<file path="config.mk">
export PLATFORM = sky130hd
export DESIGN_NAME = lsu_mem_if
export DESIGN_NICKNAME = d
export VERILOG_FILES = /design/src/rtl/lsu_mem_if.sv
export SDC_FILE = /design/constraint.sdc
export NUM_CORES = 1
export LEC_CHECK = 0
export CORE_ASPECT_RATIO = 1.25
export CORE_MARGIN = 2
export CORE_UTILIZATION = 32
export DETAILED_ROUTE_END_ITERATION = 16
export GPL_TIMING_DRIVEN = 0
export HOLD_SLACK_MARGIN = 0.03
export PLACE_DENSITY_LB_ADDON = 0.3
export SLEW_MARGIN = 0
export SYNTH_ARGS = -nofsm -noshare
export SYNTH_HDL_FRONTEND = slang
export SYNTH_SLANG_ARGS = --single-unit
export TNS_END_PERCENT = 5
</file>
<file path="constraint.sdc">
create_clock -name clk -period 1.9 [get_ports clk]
set_input_delay 0.475 -clock clk [delete_from_list [all_inputs] [get_ports clk]]
set_output_delay 0.475 -clock clk [all_outputs]
set_load 0.02 [all_outputs]
</file>
<file path="src/rtl/lsu_mem_if.sv">
// lsu_mem_if -- MEM-stage load/store executor.
//
// Takes the decoded memory op of the instruction sitting in MEM and runs it
// as one request/grant/response transaction on the data-memory bus. It
// builds byte enables and the lane-replicated store word, and it sign- or
// zero-extends load data. The pipeline is held until the op retires.
// Misaligned ops are rejected with a one-cycle flag and never reach the bus.
//
// Ports:
//   clk, rst_n       core clock; asynchronous active-low reset
//   lsu_valid        MEM-stage instruction valid (held while lsu_stall=1)
//   lsu_ctrl         decoded op, encoded as lsu_pkg::lsu_ctrl_e
//   lsu_addr         effective byte address
//   lsu_wdata        store data (rs2)
//   lsu_stall        hold pipeline (combinational)
//   lsu_done         one-cycle pulse: op retired
//   lsu_rdata        extended load result, updated only by load responses
//   lsu_misalign     one-cycle pulse: misaligned op rejected
//   lsu_err_store    qualifies lsu_misalign: 1=store, 0=load
//   dmem_*           data-memory bus (req/gnt handshake, one rvalid per grant)

package lsu_pkg;
  typedef enum logic [3:0] {
    LSU_NOP = 4'd0,
    LSU_LB  = 4'd1,
    LSU_LH  = 4'd2,
    LSU_LW  = 4'd3,
    LSU_LBU = 4'd4,
    LSU_LHU = 4'd5,
    LSU_SB  = 4'd6,
    LSU_SH  = 4'd7,
    LSU_SW  = 4'd8
  } lsu_ctrl_e;
endpackage

module lsu_mem_if
  import lsu_pkg::*;
#(
  parameter int ADDR_WIDTH = 32
) (
  input  logic                  clk,
  input  logic                  rst_n,
  input  logic                  lsu_valid,
  input  logic [3:0]            lsu_ctrl,
  input  logic [ADDR_WIDTH-1:0] lsu_addr,
  input  logic [31:0]           lsu_wdata,
  output logic                  lsu_stall,
  output logic                  lsu_done,
  output logic [31:0]           lsu_rdata,
  output logic                  lsu_misalign,
  output logic                  lsu_err_store,
  output logic                  dmem_req,
  input  logic                  dmem_gnt,
  output logic                  dmem_we,
  output logic [3:0]            dmem_be,
  output logic [ADDR_WIDTH-1:0] dmem_addr,
  output logic [31:0]           dmem_wdata,
  input  logic                  dmem_rvalid,
  input  logic [31:0]           dmem_rdata
);

  typedef enum logic [1:0] {IDLE, REQ, RESP} state_e;

  state_e                state_q, state_d;
  lsu_ctrl_e             ctrl_q;
  logic [ADDR_WIDTH-1:0] addr_q;
  logic [31:0]           wdata_q;
  logic [31:0]           rdata_q;
  logic                  done_q, misalign_q, err_store_q;

  lsu_ctrl_e ctrl_in;
  logic      active, accept, misaligned_in, store_in, retire;
  logic      load_q;
  logic [7:0]  byte_lane;
  logic [15:0] half_lane;
  logic [31:0] load_fmt;

  assign ctrl_in  = lsu_ctrl_e'(lsu_ctrl);
  assign active   = lsu_valid && (ctrl_in != LSU_NOP);
  assign store_in = ctrl_in inside {LSU_SB, LSU_SH, LSU_SW};

  // The done/misalign pulse marks the cycle the pipeline is released; the
  // same instruction is still presented then and must not be accepted again.
  assign accept = (state_q == IDLE) && active && !done_q && !misalign_q;
  assign retire = (state_q == RESP) && dmem_rvalid;

  assign lsu_stall = active && !(done_q || misalign_q);

  // NOTE: every signal driven from an always_comb gets a default before the
  // case, so no path leaves it unassigned and no latch is inferred.
  always_comb begin
    misaligned_in = 1'b0;
    case (ctrl_in)
      LSU_LH, LSU_LHU, LSU_SH: misaligned_in = lsu_addr[0];
      LSU_LW, LSU_SW:          misaligned_in = |lsu_addr[1:0];
      default:                 misaligned_in = 1'b0;
    endcase
  end

  always_comb begin
    state_d = state_q;
    case (state_q)
      IDLE:    if (accept && !misaligned_in) state_d = REQ;
      REQ:     if (dmem_gnt)                 state_d = RESP;
      RESP:    if (dmem_rvalid)              state_d = IDLE;
      default:                               state_d = IDLE;
    endcase
  end

  // NOTE: sequential state uses non-blocking assignments so every register
  // samples pre-edge values regardless of statement order.
  always_ff @(posedge clk or negedge rst_n) begin
    if (!rst_n) state_q <= IDLE;
    else        state_q <= state_d;
  end

  // Load result formatting from the captured byte offset.
  assign load_q = ctrl_q inside {LSU_LB, LSU_LH, LSU_LW, LSU_LBU, LSU_LHU};

  always_comb begin
    byte_lane = dmem_rdata[7:0];
    case (addr_q[1:0])
      2'd0: byte_lane = dmem_rdata[7:0];
      2'd1: byte_lane = dmem_rdata[15:8];
      2'd2: byte_lane = dmem_rdata[23:16];
      2'd3: byte_lane = dmem_rdata[31:24];
      default: byte_lane = dmem_rdata[7:0];
    endcase
    half_lane = addr_q[1] ? dmem_rdata[31:16] : dmem_rdata[15:0];
    case (ctrl_q)
      LSU_LB:  load_fmt = {{24{byte_lane[7]}}, byte_lane};
      LSU_LBU: load_fmt = {24'h0, byte_lane};
      LSU_LH:  load_fmt = {{16{half_lane[15]}}, half_lane};
      LSU_LHU: load_fmt = {16'h0, half_lane};
      default: load_fmt = dmem_rdata;
    endcase
  end

  always_ff @(posedge clk or negedge rst_n) begin
    if (!rst_n) begin
      ctrl_q      <= LSU_NOP;
      addr_q      <= '0;
      wdata_q     <= '0;
      rdata_q     <= '0;
      done_q      <= 1'b0;
      misalign_q  <= 1'b0;
      err_store_q <= 1'b0;
    end else begin
      if (accept && !misaligned_in) begin
        ctrl_q  <= ctrl_in;
        addr_q  <= lsu_addr;
        wdata_q <= lsu_wdata;
      end
      misalign_q  <= accept && misaligned_in;
      err_store_q <= accept && misaligned_in && store_in;
      done_q      <= retire;
      if (retire && load_q) rdata_q <= load_fmt;
    end
  end

  // Bus drive: everything comes from the captured op, so it is stable for
  // the whole REQ phase and quiet (zero) otherwise.
  assign dmem_req = (state_q == REQ);

  always_comb begin
    dmem_we    = 1'b0;
    dmem_be    = 4'b0000;
    dmem_addr  = '0;
    dmem_wdata = '0;
    if (dmem_req) begin
      dmem_addr = {addr_q[ADDR_WIDTH-1:2], 2'b00};
      case (ctrl_q)
        LSU_SB: begin
          dmem_we    = 1'b1;
          dmem_be    = 4'b0001 << addr_q[1:0];
          dmem_wdata = {4{wdata_q[7:0]}};
        end
        LSU_SH: begin
          dmem_we    = 1'b1;
          dmem_be    = addr_q[1] ? 4'b1100 : 4'b0011;
          dmem_wdata = {2{wdata_q[15:0]}};
        end
        LSU_SW: begin
          dmem_we    = 1'b1;
          dmem_be    = 4'b1111;
          dmem_wdata = wdata_q;
        end
        default: begin
          dmem_we = 1'b0;
          dmem_be = 4'b1111;
        end
      endcase
    end
  end

  assign lsu_done      = done_q;
  assign lsu_misalign  = misalign_q;
  assign lsu_err_store = err_store_q;
  assign lsu_rdata     = rdata_q;

endmodule
</file>
==> results of run 1 <==
==> power groups by stage <==
stage / logic, mW / registers, mW / clock network [mW]
after detailed placement: 7.48 / 4.08 / 0
after global routing: 9.45 / 4.34 / 1.96
after global placement: 7.37 / 4.03 / 0
after CTS: 8.73 / 4.16 / 1.87
after floorplan: 4.32 / 4.30 / 0
final: 8.85 / 4.18 / 1.80
==> what timing repair did <==
item	in CTS	in global routing
pin swaps	40	29
buffers inserted	15	1
resized for setup	544	48
endpoints found under the hold margin	0	0
setup endpoints to repair	170	165
gates cloned	2	0
==> how the worst max path moves through the flow <==
stage                     startpoint        endpoint  cells past startpoint  slack (ps)
after CTS                  ctrl_q[2]   dmem_wdata[6]                      7        -390
after global routing       ctrl_q[1]   dmem_wdata[6]                      6        -420
final                      ctrl_q[1]   dmem_wdata[3]                      6        -360
after detailed placement   ctrl_q[3]  dmem_wdata[10]                      6        -920
after floorplan             lsu_done       ctrl_q[1]                      6        -110
after global placement         rst_n        lsu_done                      1       -4150
==> registers in the layout (all words and copies together), names as in the netlist <==
register       cells
state_q            2
addr_q            32
lsu_rdata         32
lsu_err_store      1
lsu_done           1
wdata_q           32
ctrl_q             4
lsu_misalign       1
==> layout make-up <==
cell class                      count  area [um2]
Fill cell                        1476        7670
Inverter                            3        18.8
Tap cell                          220         275
Buffer                             36         444
Timing Repair Buffer              226        2290
Sequential cell                   105        2630
Multi-Input combinational cell    373        3160
Clock inverter                      6        52.6
Clock buffer                       10         229
==> metal layers <==
| layer | vias up | share of wire |
|---|---|---|
| met5 | - | 0 |
| met4 | 0 | 0.026 |
| met3 | 30 | 0.056 |
| met2 | 155 | 0.53 |
| met1 | 2437 | 0.39 |
| li1 | 2272 | - |
==> per-stage QoR <==
stage | std cells | total power [mW] | hold WS, ps | worst slack [ps] | utilization
floorplan | 519 | 8.63 | 179 | -110 | -
global route | 979 | 15.8 | 312 | -417 | 0.543
finish | 979 | 14.8 | 234 | -364 | 0.543
CTS | 979 | 14.8 | 275 | -385 | 0.537
global placement | 947 | 11.4 | 483 | -4150 | 0.481
detailed placement | 948 | 11.6 | 488 | -920 | 0.482
==> cells in the mapped netlist (all sizes together), types with 7 or more instances <==
cell type  number
dfrtp         105
o21ai          24
a21oi          39
nor2           36
clkbuf         25
o22a            7
nand2          62
a22o            8
a21o            9
mux2i          13
mux2           84
buf            14
a22oi           9
and2           39
==> worst reg2reg max path: stages, from the launching register on <==
cell	delay, ps
sky130_fd_sc_hd__dfrtp_1	340
sky130_fd_sc_hd__buf_6	130
sky130_fd_sc_hd__mux4_2	520
sky130_fd_sc_hd__and4b_2	290
sky130_fd_sc_hd__nor3_4	310
sky130_fd_sc_hd__buf_6	200
sky130_fd_sc_hd__a21oi_1	70
==> cell families (layout without fill, tap and decap cells) <==
family          after synthesis  in the layout  synth area share
mux                          98             98             0.202
other cells                   1              2          0.000688
flops                       105            105             0.482
compound gates              113            113             0.132
xor+xnor                      1              1           0.00161
simple gates                158            159             0.145
buf+inv                      42            281            0.0379
==> reports/results.txt, run 1 <==
The power density normalized to cell area came out at 1630 nW/um2. TritonCTS built the clock tree. The measured slew at the worst slew-check pin was 864 ps.

Library cell with the largest summed area after synthesis: sky130_fd_sc_hd__dfrtp_1. On the final layout, the worst clock skew is 7.47 ps. Family with the most delay on the worst path: simple AND/OR/NAND/NOR gates. The min-delay analysis places its worst path in the category primary input to async pin.

The run gives 0 as the number of antenna violations at the first check in global routing. Via count: 4894. The type of the setup path with the least slack was flip-flop to output pin.

Setup violations remaining at the end of the flow were counted as 83. The mapped netlist covers 5450 um2. The run gives -364 ps as the final worst slack. STA puts the critical path data arrival time at 1790 ps. The final layout contains routed wiring with a total length of 18300 um. The met2 track demand over resource came out at 0.378. Dividing the detail-routed via count by the number of cells gives 5.00. The portion of the post-synthesis area used by sequential elements is 0.482, and the maximum fanout along the worst path is 7. At the worst endpoint, the required time is 1420 ps. In this run the critical register-to-register path is captured at lsu_rdata[24].

The switching fraction of total power was 0.397. In this run, the number of DRC markers left after iteration 0 of detailed routing was 171. Die outline area: 18100 um2.

For the routing usage on met3, the log shows 0.0484. The logs give 859 for the final net count and 0 for the count of inserted antenna diode cells. The pre-antenna-repair detailed-routing pass consisted of 6 iterations. The placed standard-cell area was 8090 um2.

From bottom edge to top edge, the die measures 150 um. Buffers inserted to repair hold after CTS numbered 0. In this run the most used layer during global routing was met2. The tools report the starting density of the core as 0.325. After synthesis, the cell types taking the most area are sky130_fd_sc_hd__dfrtp_1 (48%), sky130_fd_sc_hd__mux2_2 (15%), sky130_fd_sc_hd__and2_1 (4.5%).

The synthesis-to-layout area growth is 67.0%. The final clock period utilization by the worst path was 1.19. 211 I/O pins were placed. The count of final max-slew check failures is 0.

The remaining design rule violation count was 0; the fraction of post-synthesis cell area in the top cell type by area was 0.482. The combined buffer and inverter count along the critical path was 1; the floorplan row count was 53. The average instance in the mapped netlist occupies 10.5 um2. The worst setup path is captured at an output pin. Switching power total: 5.89 mW. After global routing the overflow that remains totals 0. Yosys mapped the design onto 44 distinct sky130hd cell types. Counting every instance in the synthesized netlist gives 518. Max-cap violations in this run came to 0. CTS built an H-tree with a depth of 3.

In the layout the commonest cells are sky130_fd_sc_hd__clkdlybuf4s50_1 (127), sky130_fd_sc_hd__dfrtp_1 (100), sky130_fd_sc_hd__mux2_2 (66), sky130_fd_sc_hd__buf_6 (64), sky130_fd_sc_hd__nand2_1 (49). The largest single stage delay on the critical path is 450 ps. The internal power of the cells came out at 8.95 mW.

The core region is 16800 um2. Counting flops and latches in the post-synthesis netlist gives 105. TritonCTS created 9 clock buffers. The setup check on the worst reg-to-reg path leaves a slack of -70 ps. After detailed routing, the average wire length per cell comes to 18.7 um. The tree is rooted in a sky130_fd_sc_hd__clkbuf_16. In this run the deepest clock path goes through 2 buffers.

The run finished, with violations left. Setup total negative slack on the finished layout was measured at -12450 ps. Counting cells, the worst reg-to-reg path comes to 6. The largest individual stage delay along the critical path comes from the cell sky130_fd_sc_hd__dfrtp_2.

The kind of launch point of the worst setup path is a flip-flop. For the clock net sink count, the log shows 105. The die is 121 um wide. Timing would allow up to 0.442 GHz. The cell with the most instances on the worst path was sky130_fd_sc_hd__nor2_4. The clock latency at the later pin of the worst-skew pair is 350 ps, and the clock transition at the registers of the reported paths is 70 ps.

The analysis attributes to cell leakage a power of 3.82 nW. The run gives 0.864 as the final weighted congestion in routability-driven placement. The most frequently used flop master after synthesis is sky130_fd_sc_hd__dfrtp_1.

The synthesized design contains 0 enable-type register cells. The share of flip-flops with an asynchronous set or reset after synthesis was 1.00. The via count of the first global-routing pass is 5438, and the global-route track usage on met1 is 0.234. Largest net degree at the start of global routing: 67. The first global-routing pass estimated 29100 um of wire. In this run the tool buffered the top-level ports with 208 buffer cells.

The clock period minus final worst setup slack is 2260 ps, and the warning count from the yosys run is 0. Overall track demand over capacity in global routing: 0.208. Once detail routing completed, the nets flagged for antenna violations numbered 0.

Detailed placement finished with a half-perimeter wire length of 13500 um. Fraction of power consumed by sequential logic: 0.282. Setup repair after global routing could not meet its margin everywhere.

The critical path goes through nor2_4 -> and3_4 -> nor2_4 -> nor2_4 -> and2_4 -> buf_6. The number of hold-slack violations in the final timing report is 0, and the layout cell share with drive strength beyond 1 is 0.444. The launch point of the worst reg-to-reg path is addr_q[1]. The power share of the combinational group was 0.597. The checks that failed: negative setup slack. The proportion of power drawn by the clock network was 0.121; the worst max-slew margin expressed relative to the limit was 0.424. The post-route standard cell area excluding fillers came out at 9100 um2. VDD sags by at most 0.762 mV.

The library cell used most frequently in the layout, excluding fill and tap cells, is sky130_fd_sc_hd__clkdlybuf4s50_1.
(Power assumes the default switching activity.)
==> run 2, diff against run 1 <==
==> constraint.sdc (replaced) <==
create_clock -name clk -period 1.9 [get_ports clk]
set_input_delay 0.38 -clock clk [delete_from_list [all_inputs] [get_ports clk]]
set_output_delay 0.38 -clock clk [all_outputs]
set_load 0.02 [all_outputs]
==> run 2 against run 1 <==
The run still ends with negative setup slack left. Register-to-register slack worse by 40 ps. Fmax is 5.0% higher. Critical endpoint is now dmem_wdata[2]. Largest power group unchanged. First-iteration DRC count up 65%.
==> reports/results.txt, run 2 (synthesized netlist as in run 1, its figures left out) <==
STA classifies the critical path endpoint as an output pin. Once placement finished, the instance area stood at 7960 um2. After floorplanning, the core was divided into 53 placement rows. The final clock period utilization by the worst path is 1.14, and the clock transition at the registers of the reported paths is 70 ps.

The run gives 0.866 as the final weighted congestion in routability-driven placement. The proportion of power drawn by the clock network is 0.148, and the worst hold margin is 431 ps. In this run the deepest clock path goes through 2 buffers. For this run, design rule violations remaining after detail routing come to 0.

The worst setup path is launched from a flip-flop. The run finished, with violations left. After layout, the minimum clock period comes to 2160 ps.

The die outline area was 18100 um2; the synthesis-to-layout area growth was 63.0%. The endpoint identified for the worst register-to-register timing path is lsu_rdata[29]. The run gives 0.201 as the overall track demand over capacity in global routing.

The measured slew at the worst slew-check pin works out to 777 ps. Entering global routing, the biggest net connects 66 pins. Data arrives at the worst endpoint at 1780 ps. The number of port buffers was 208; the maximum fanout along the worst path was 5.

The via count is 4956. The tools report the buffer type at the clock tree root as sky130_fd_sc_hd__clkbuf_16. Across the routed clock network, the largest skew measured is 7.14 ps. The library cell used most frequently in the layout, excluding fill and tap cells, is sky130_fd_sc_hd__clkdlybuf4s50_1. The logs give 2630 um2 for the sequential standard cell area and 54 for the number of setup violations in the final report.

For the leakage power, the log shows 3.76 nW. In this run the worst setup path begins at ctrl_q[2]. The detailed-placement wirelength estimate is 13400 um, and the fraction of power consumed by sequential logic is 0.282. Dividing the detail-routed via count by the number of cells gives 5.05.

For this run, the top clock speed supported by timing is 0.464 GHz. Starting density of the core: 0.325. The tools report the count of inserted antenna diode cells as 0.

The logs give 2970 um2 for the area of combinational cells with multiple inputs and -257 ps for the final worst slack. The switching power total is 5.70 mW, and the number of hold-slack violations in the final timing report is 0. The number of antenna violations at the first check in global routing was 0. The core area was 16800 um2; the final net count was 861.

The end of the critical path is dmem_wdata[2]. The worst setup timing slack at the placement stage is -947 ps, and the average wire per standard cell is 18.7 um. At the later pin of the worst-skew pair, clock insertion delay measures 360 ps. The type of the setup path with the least slack is flip-flop to output pin.

Across the run, the number of max-cap violations was 0. The deepest level of the CTS H-tree is 3, and the via count of the first global-routing pass is 5248. The power density normalized to cell area works out to 1660 nW/um2. The instance count after placement with tap cells included was 948.

The worst min-delay path class is primary input to flip-flop. In the layout the commonest cells are sky130_fd_sc_hd__clkdlybuf4s50_1 (131), sky130_fd_sc_hd__dfrtp_1 (100), sky130_fd_sc_hd__mux2_2 (74), sky130_fd_sc_hd__nand2_1 (56), sky130_fd_sc_hd__buf_6 (50). TritonCTS built the clock tree. The largest vdd supply drop was 0.732 mV; the worst reg-to-reg path cell count was 7. For this design, the sink count on the clock tree is 105. Once layout is done, the placed cells without fillers occupy 8880 um2. After the first detailed-routing iteration, the DRC count stood at 283.

Setup repair after global routing could not meet its margin everywhere. The filler cells instantiated in the layout total 1536. The final reports fail on negative setup slack. The first detailed-routing pass took 4 iterations. The power share of the combinational group is 0.570, and the number of standard cells in the final layout excluding fillers is 981. The worst register-to-register path begins at ctrl_q[1]. Pin placement for this block handled 211 I/O pins. The die span in y works out to 150 um. The switching fraction of total power was 0.386. The floorplan step set the die width to 121 um.

The first global-routing pass estimated 27900 um of wire. The clock buffer count from CTS was 9. The worst register-to-register path has a setup slack of -110 ps. The layout cell share with drive strength beyond 1 was 0.409; the count of final max-slew check failures was 0. The run gives 18300 um as the final routed wirelength across all metal layers. The total power consumption of the routed design is 14.8 mW, and the remaining global-route overflow is 0.

The logs give 0 for the post-detailed-route count of antenna-violating nets and 0.482 for the worst max-slew margin expressed relative to the limit. Cell internal power was estimated by the tool at 9.05 mW. Data on the critical path is required at its endpoint by 1520 ps.
[run 2: changes by cell type in the layout (fill, tap and decap cells not counted), moves of 4 or more]
cell	change
sky130_fd_sc_hd__buf_4	+16
sky130_fd_sc_hd__a21oi_4	-13
sky130_fd_sc_hd__and2_4	-9
sky130_fd_sc_hd__buf_6	-14
sky130_fd_sc_hd__clkdlybuf4s15_2	-4
sky130_fd_sc_hd__nand2_2	-5
sky130_fd_sc_hd__a21oi_2	+10
sky130_fd_sc_hd__mux2_4	-8
sky130_fd_sc_hd__and2_1	+9
sky130_fd_sc_hd__nand2_1	+7
sky130_fd_sc_hd__clkdlybuf4s50_1	+4
sky130_fd_sc_hd__mux2_2	+8
[run 2: worst min-delay path by stage]
stage | start | to | slack, ps | depth (start not counted)
after global placement | addr_q[24] | addr_q[24] | 480 | 1
final | lsu_addr[1] | addr_q[1] | 430 | 2
after floorplan | rst_n | addr_q[0] | 80 | 0
after CTS | lsu_addr[1] | addr_q[1] | 430 | 2
after global routing | lsu_addr[1] | addr_q[1] | 440 | 2
after detailed placement | rst_n | lsu_rdata[0] | 420 | 1
[run 2: stage by stage]
stage	util	setup TNS, ps
final	0.529	-8320
after global routing	0.529	-16880
after CTS	0.515	-12110
after detailed placement	0.474	-99840
after global placement	0.473	-479230
after floorplan	-	-2720
[run 2: what timing repair did]
item | in CTS | in global routing
gates cloned | 1 | 1
hold buffers | 1 | 0
hold endpoints to repair | 2 | 0
endpoints found under the setup margin | 170 | 166
setup buffers | 12 | 5
resized for setup | 456 | 85
pin swaps | 21 | 41
[run 2: final cells by class]
type                            instances  area share
Clock inverter                          6      0.0130
Inverter                                3     0.00211
Sequential cell                       105       0.296
Multi-Input combinational cell        373       0.334
Buffer                                 36      0.0437
Timing Repair Buffer                  228       0.254
Clock buffer                           10      0.0258
Tap cell                              220      0.0310
[run 2: power groups by stage]
stage               combinational [mW]  sequential [mW]  clock [mW]
finish                            8.41             4.17        2.18
global route                      8.99             4.31        2.32
CTS                               8.00             4.13        2.22
detailed placement                7.31             4.07           0
global placement                  7.18             4.02           0
floorplan                         4.16             4.30           0
[run 2: routing by layer]
layer,up-vias,share of wire,global-route usage
met5,-,0,0
met4,0,0.029,0.0767
met3,28,0.073,0.0587
met2,182,0.52,0.348
met1,2462,0.38,0.233
li1,2284,-,-
[run 2: worst max-delay path, cell delays in order (launching register included)]
cell,delay [ps]
sky130_fd_sc_hd__dfrtp_2,450
sky130_fd_sc_hd__nor2_4,120
sky130_fd_sc_hd__and3_4,250
sky130_fd_sc_hd__nor2_4,70
sky130_fd_sc_hd__nor2_4,220
sky130_fd_sc_hd__and2_4,190
sky130_fd_sc_hd__buf_6,110
==> run 3, diff against run 2 <==
--- a/config.mk
+++ b/config.mk
@@ -9,9 +9,8 @@
 export CORE_MARGIN = 2
 export CORE_UTILIZATION = 32
 export DETAILED_ROUTE_END_ITERATION = 16
-export GPL_TIMING_DRIVEN = 0
 export HOLD_SLACK_MARGIN = 0.03
-export PLACE_DENSITY_LB_ADDON = 0.3
+export PLACE_DENSITY = 0.63
 export SLEW_MARGIN = 0
 export SYNTH_ARGS = -nofsm -noshare
 export SYNTH_HDL_FRONTEND = slang
==> run 3 against run 2 <==
Flip-flop and latch count is the same. Combinational power shrank 6.4%. Cell count grew 1.4%. The flow still finishes with violations (negative setup slack). Largest power group unchanged. Clock-buffer cell count grew 1. Global-route usage shrank 0.39 points. Largest cell class unchanged. Via count shrank 0.48%. Routed wire length shrank 3.8%. Critical endpoint is now dmem_wdata[25]. Critical path depth is the same.
==> reports/results.txt, run 3 (synthesized netlist as in run 1, its figures left out) <==
The flow ran to the end, but the final reports show violations. The final reports fail on negative setup slack. Utilization after layout: 0.528. The cell family contributing the most delay on the critical path is simple AND/OR/NAND/NOR gates.

Slowest cell on the critical path: sky130_fd_sc_hd__dfrtp_1. The net count of the finished layout is 875. The clock transition at the registers of the reported paths came out at 70 ps. The count of buffers added on input and output ports is 208. The clock net in this run drives a total of 105 sinks. Across all hold checks on the routed design, the worst slack comes to 391 ps. The routed design has 17600 um of wire. The number of antenna violations at the first check in global routing is 0. The tools report the setup slack of the worst register-to-register path as 50 ps. The overall track demand over capacity in global routing is 0.197, and the deepest level of the CTS H-tree is 3. Power density normalized to cell area: 1580 nW/um2. The area growth from synthesis to layout is 62.5%.

The buffer type at the clock tree root is sky130_fd_sc_hd__clkbuf_16. Endpoint kind of the worst setup timing path: an output pin. Setup repair after global routing could not meet its margin everywhere. In the layout the commonest cells are sky130_fd_sc_hd__clkdlybuf4s50_1 (131), sky130_fd_sc_hd__dfrtp_1 (102), sky130_fd_sc_hd__mux2_2 (75), sky130_fd_sc_hd__buf_4 (75), sky130_fd_sc_hd__nand2_1 (61). Data arrives at the worst endpoint at 1690 ps. For this run, the top clock speed supported by timing is 0.482 GHz. In this run the core area contains 53 standard-cell rows.

The die is 121 um wide. The signal on the critical path passes through nor2_2 -> and3_4 -> buf_12 -> nand2_1 -> a21oi_2 -> buf_6. The logs give 0 for the remaining global-route overflow and 0.864 for the final weighted congestion in routability-driven placement. For the core area, the log shows 16800 um2. The type of the setup path with the least slack is flip-flop to output pin. The detailed-placement wirelength estimate was 13500 um. In this run the count of I/O pins placed on the die edge is 211.

The detailed router's first-iteration violation count is 264. The tools report the via count of the first global-routing pass as 5281. TritonCTS built the clock tree.

Largest net degree at the start of global routing: 41. For this run, the slowest stage of the critical path takes 400 ps. The number of hold-slack violations in the final timing report came out at 0. The tools report the clock buffer count from CTS as 9.

The clock arrives with 6.18 ps of skew. The clock period minus final worst setup slack is 2070 ps. The most utilized layer in the global route result is met2.

The tightest min-delay check is of the primary input to async pin type. Final clock period utilization by the worst path: 1.09. For the via count, the log shows 4932.

No sink is reached through more buffers than the 2 on the longest clock path. The maximum fanout along the worst path was 24. Max-cap check violation count: 0. Layout cell share with drive strength beyond 1: 0.387. Kind of launch point of the worst setup path: a flip-flop. The run gives 0 as the count of inserted antenna diode cells. The final worst slack was -174 ps; the die span in y was 150 um. For the starting density of the core, the log shows 0.325.

The clock latency at the later pin of the worst-skew pair was 350 ps. The tools report the worst max-slew margin expressed relative to the limit as 0.667. The post-detailed-route count of antenna-violating nets was 0.

The total power consumption of the routed design was 14.0 mW; the required time at the worst-slack endpoint was 1520 ps. The first-pass GRT wire length is 27600 um, and the die outline area is 18100 um2. The met2 track demand over resource was 0.357. Across the VDD grid, the largest voltage drop is 0.649 mV. For the routing usage on met3, the log shows 0.0438. The average wire per standard cell works out to 17.7 um. The combined buffer and inverter count along the critical path works out to 2. Setup violations remaining at the end of the flow were counted as 33. The analysis attributes to cell leakage a power of 3.79 nW. For this run, design rule violations remaining after detail routing come to 0. The number of vias per cell after detailed routing works out to 4.96. The global-route track usage on met1 is 0.224, and the total iterations of the first detailed-routing run is 4. The count of final max-slew check failures came out at 0.

The most common cell after layout, fill and taps aside was sky130_fd_sc_hd__clkdlybuf4s50_1. The measured slew at the worst slew-check pin was 498 ps.
[run 3: metal layers]
metal	wire length, um	vias up
met5	0	-
met4	416	0
met3	964	27
met2	9490	155
met1	6750	2441
li1	-	2309
[run 3: power by group]
part / leakage [nW] / total [mW] / switching, mW / internal (mW)
clock network: 0.158 / 2.06 / 0.859 / 1.20
logic: 2.39 / 7.87 / 3.79 / 4.08
registers: 1.24 / 4.09 / 0.722 / 3.36
total: 3.79 / 14.0 / 5.37 / 8.65
[run 3: final timing paths]
check                        startpoint  cells past startpoint        endpoint
max in group asynchronous         rst_n                      3    lsu_misalign
min in group clk            lsu_addr[1]                      3       addr_q[1]
hold / removal                    rst_n                      2    lsu_rdata[5]
setup reg to reg              ctrl_q[3]                      5    lsu_rdata[3]
setup / recovery              ctrl_q[1]                      6  dmem_wdata[25]
hold reg to reg            lsu_rdata[9]                      2    lsu_rdata[9]
[run 3: per-stage QoR]
step | instance area, um2 | setup WS, ps | TNS (ps) | instances
detailed placement | 8350 | -552 | -59430 | 973
CTS | 8660 | -191 | -6480 | 994
floorplan | 5580 | -110 | -2720 | 519
global placement | 8350 | -491 | -54280 | 973
global route | 8860 | -271 | -9720 | 995
finish | 8860 | -174 | -4360 | 995
[run 3: what timing repair did]
action | in CTS | in global routing
setup endpoints to repair | 158 | 166
pin swaps | 15 | 9
gates cloned | 1 | 0
setup buffers | 3 | 1
hold buffers | 1 | 0
resized for setup | 380 | 61
endpoints found under the hold margin | 4 | 0
[run 3: area by class of cell]
| type | count | area [um2] |
|---|---|---|
| inverters | 3 | 13.8 |
| clock buffers | 11 | 243 |
| fillers | 1507 | 7920 |
| well taps | 220 | 275 |
| flip-flops and latches | 105 | 2630 |
| clock inverters | 5 | 87.6 |
| multi-input cells | 373 | 2850 |
| repair buffers | 278 | 2760 |
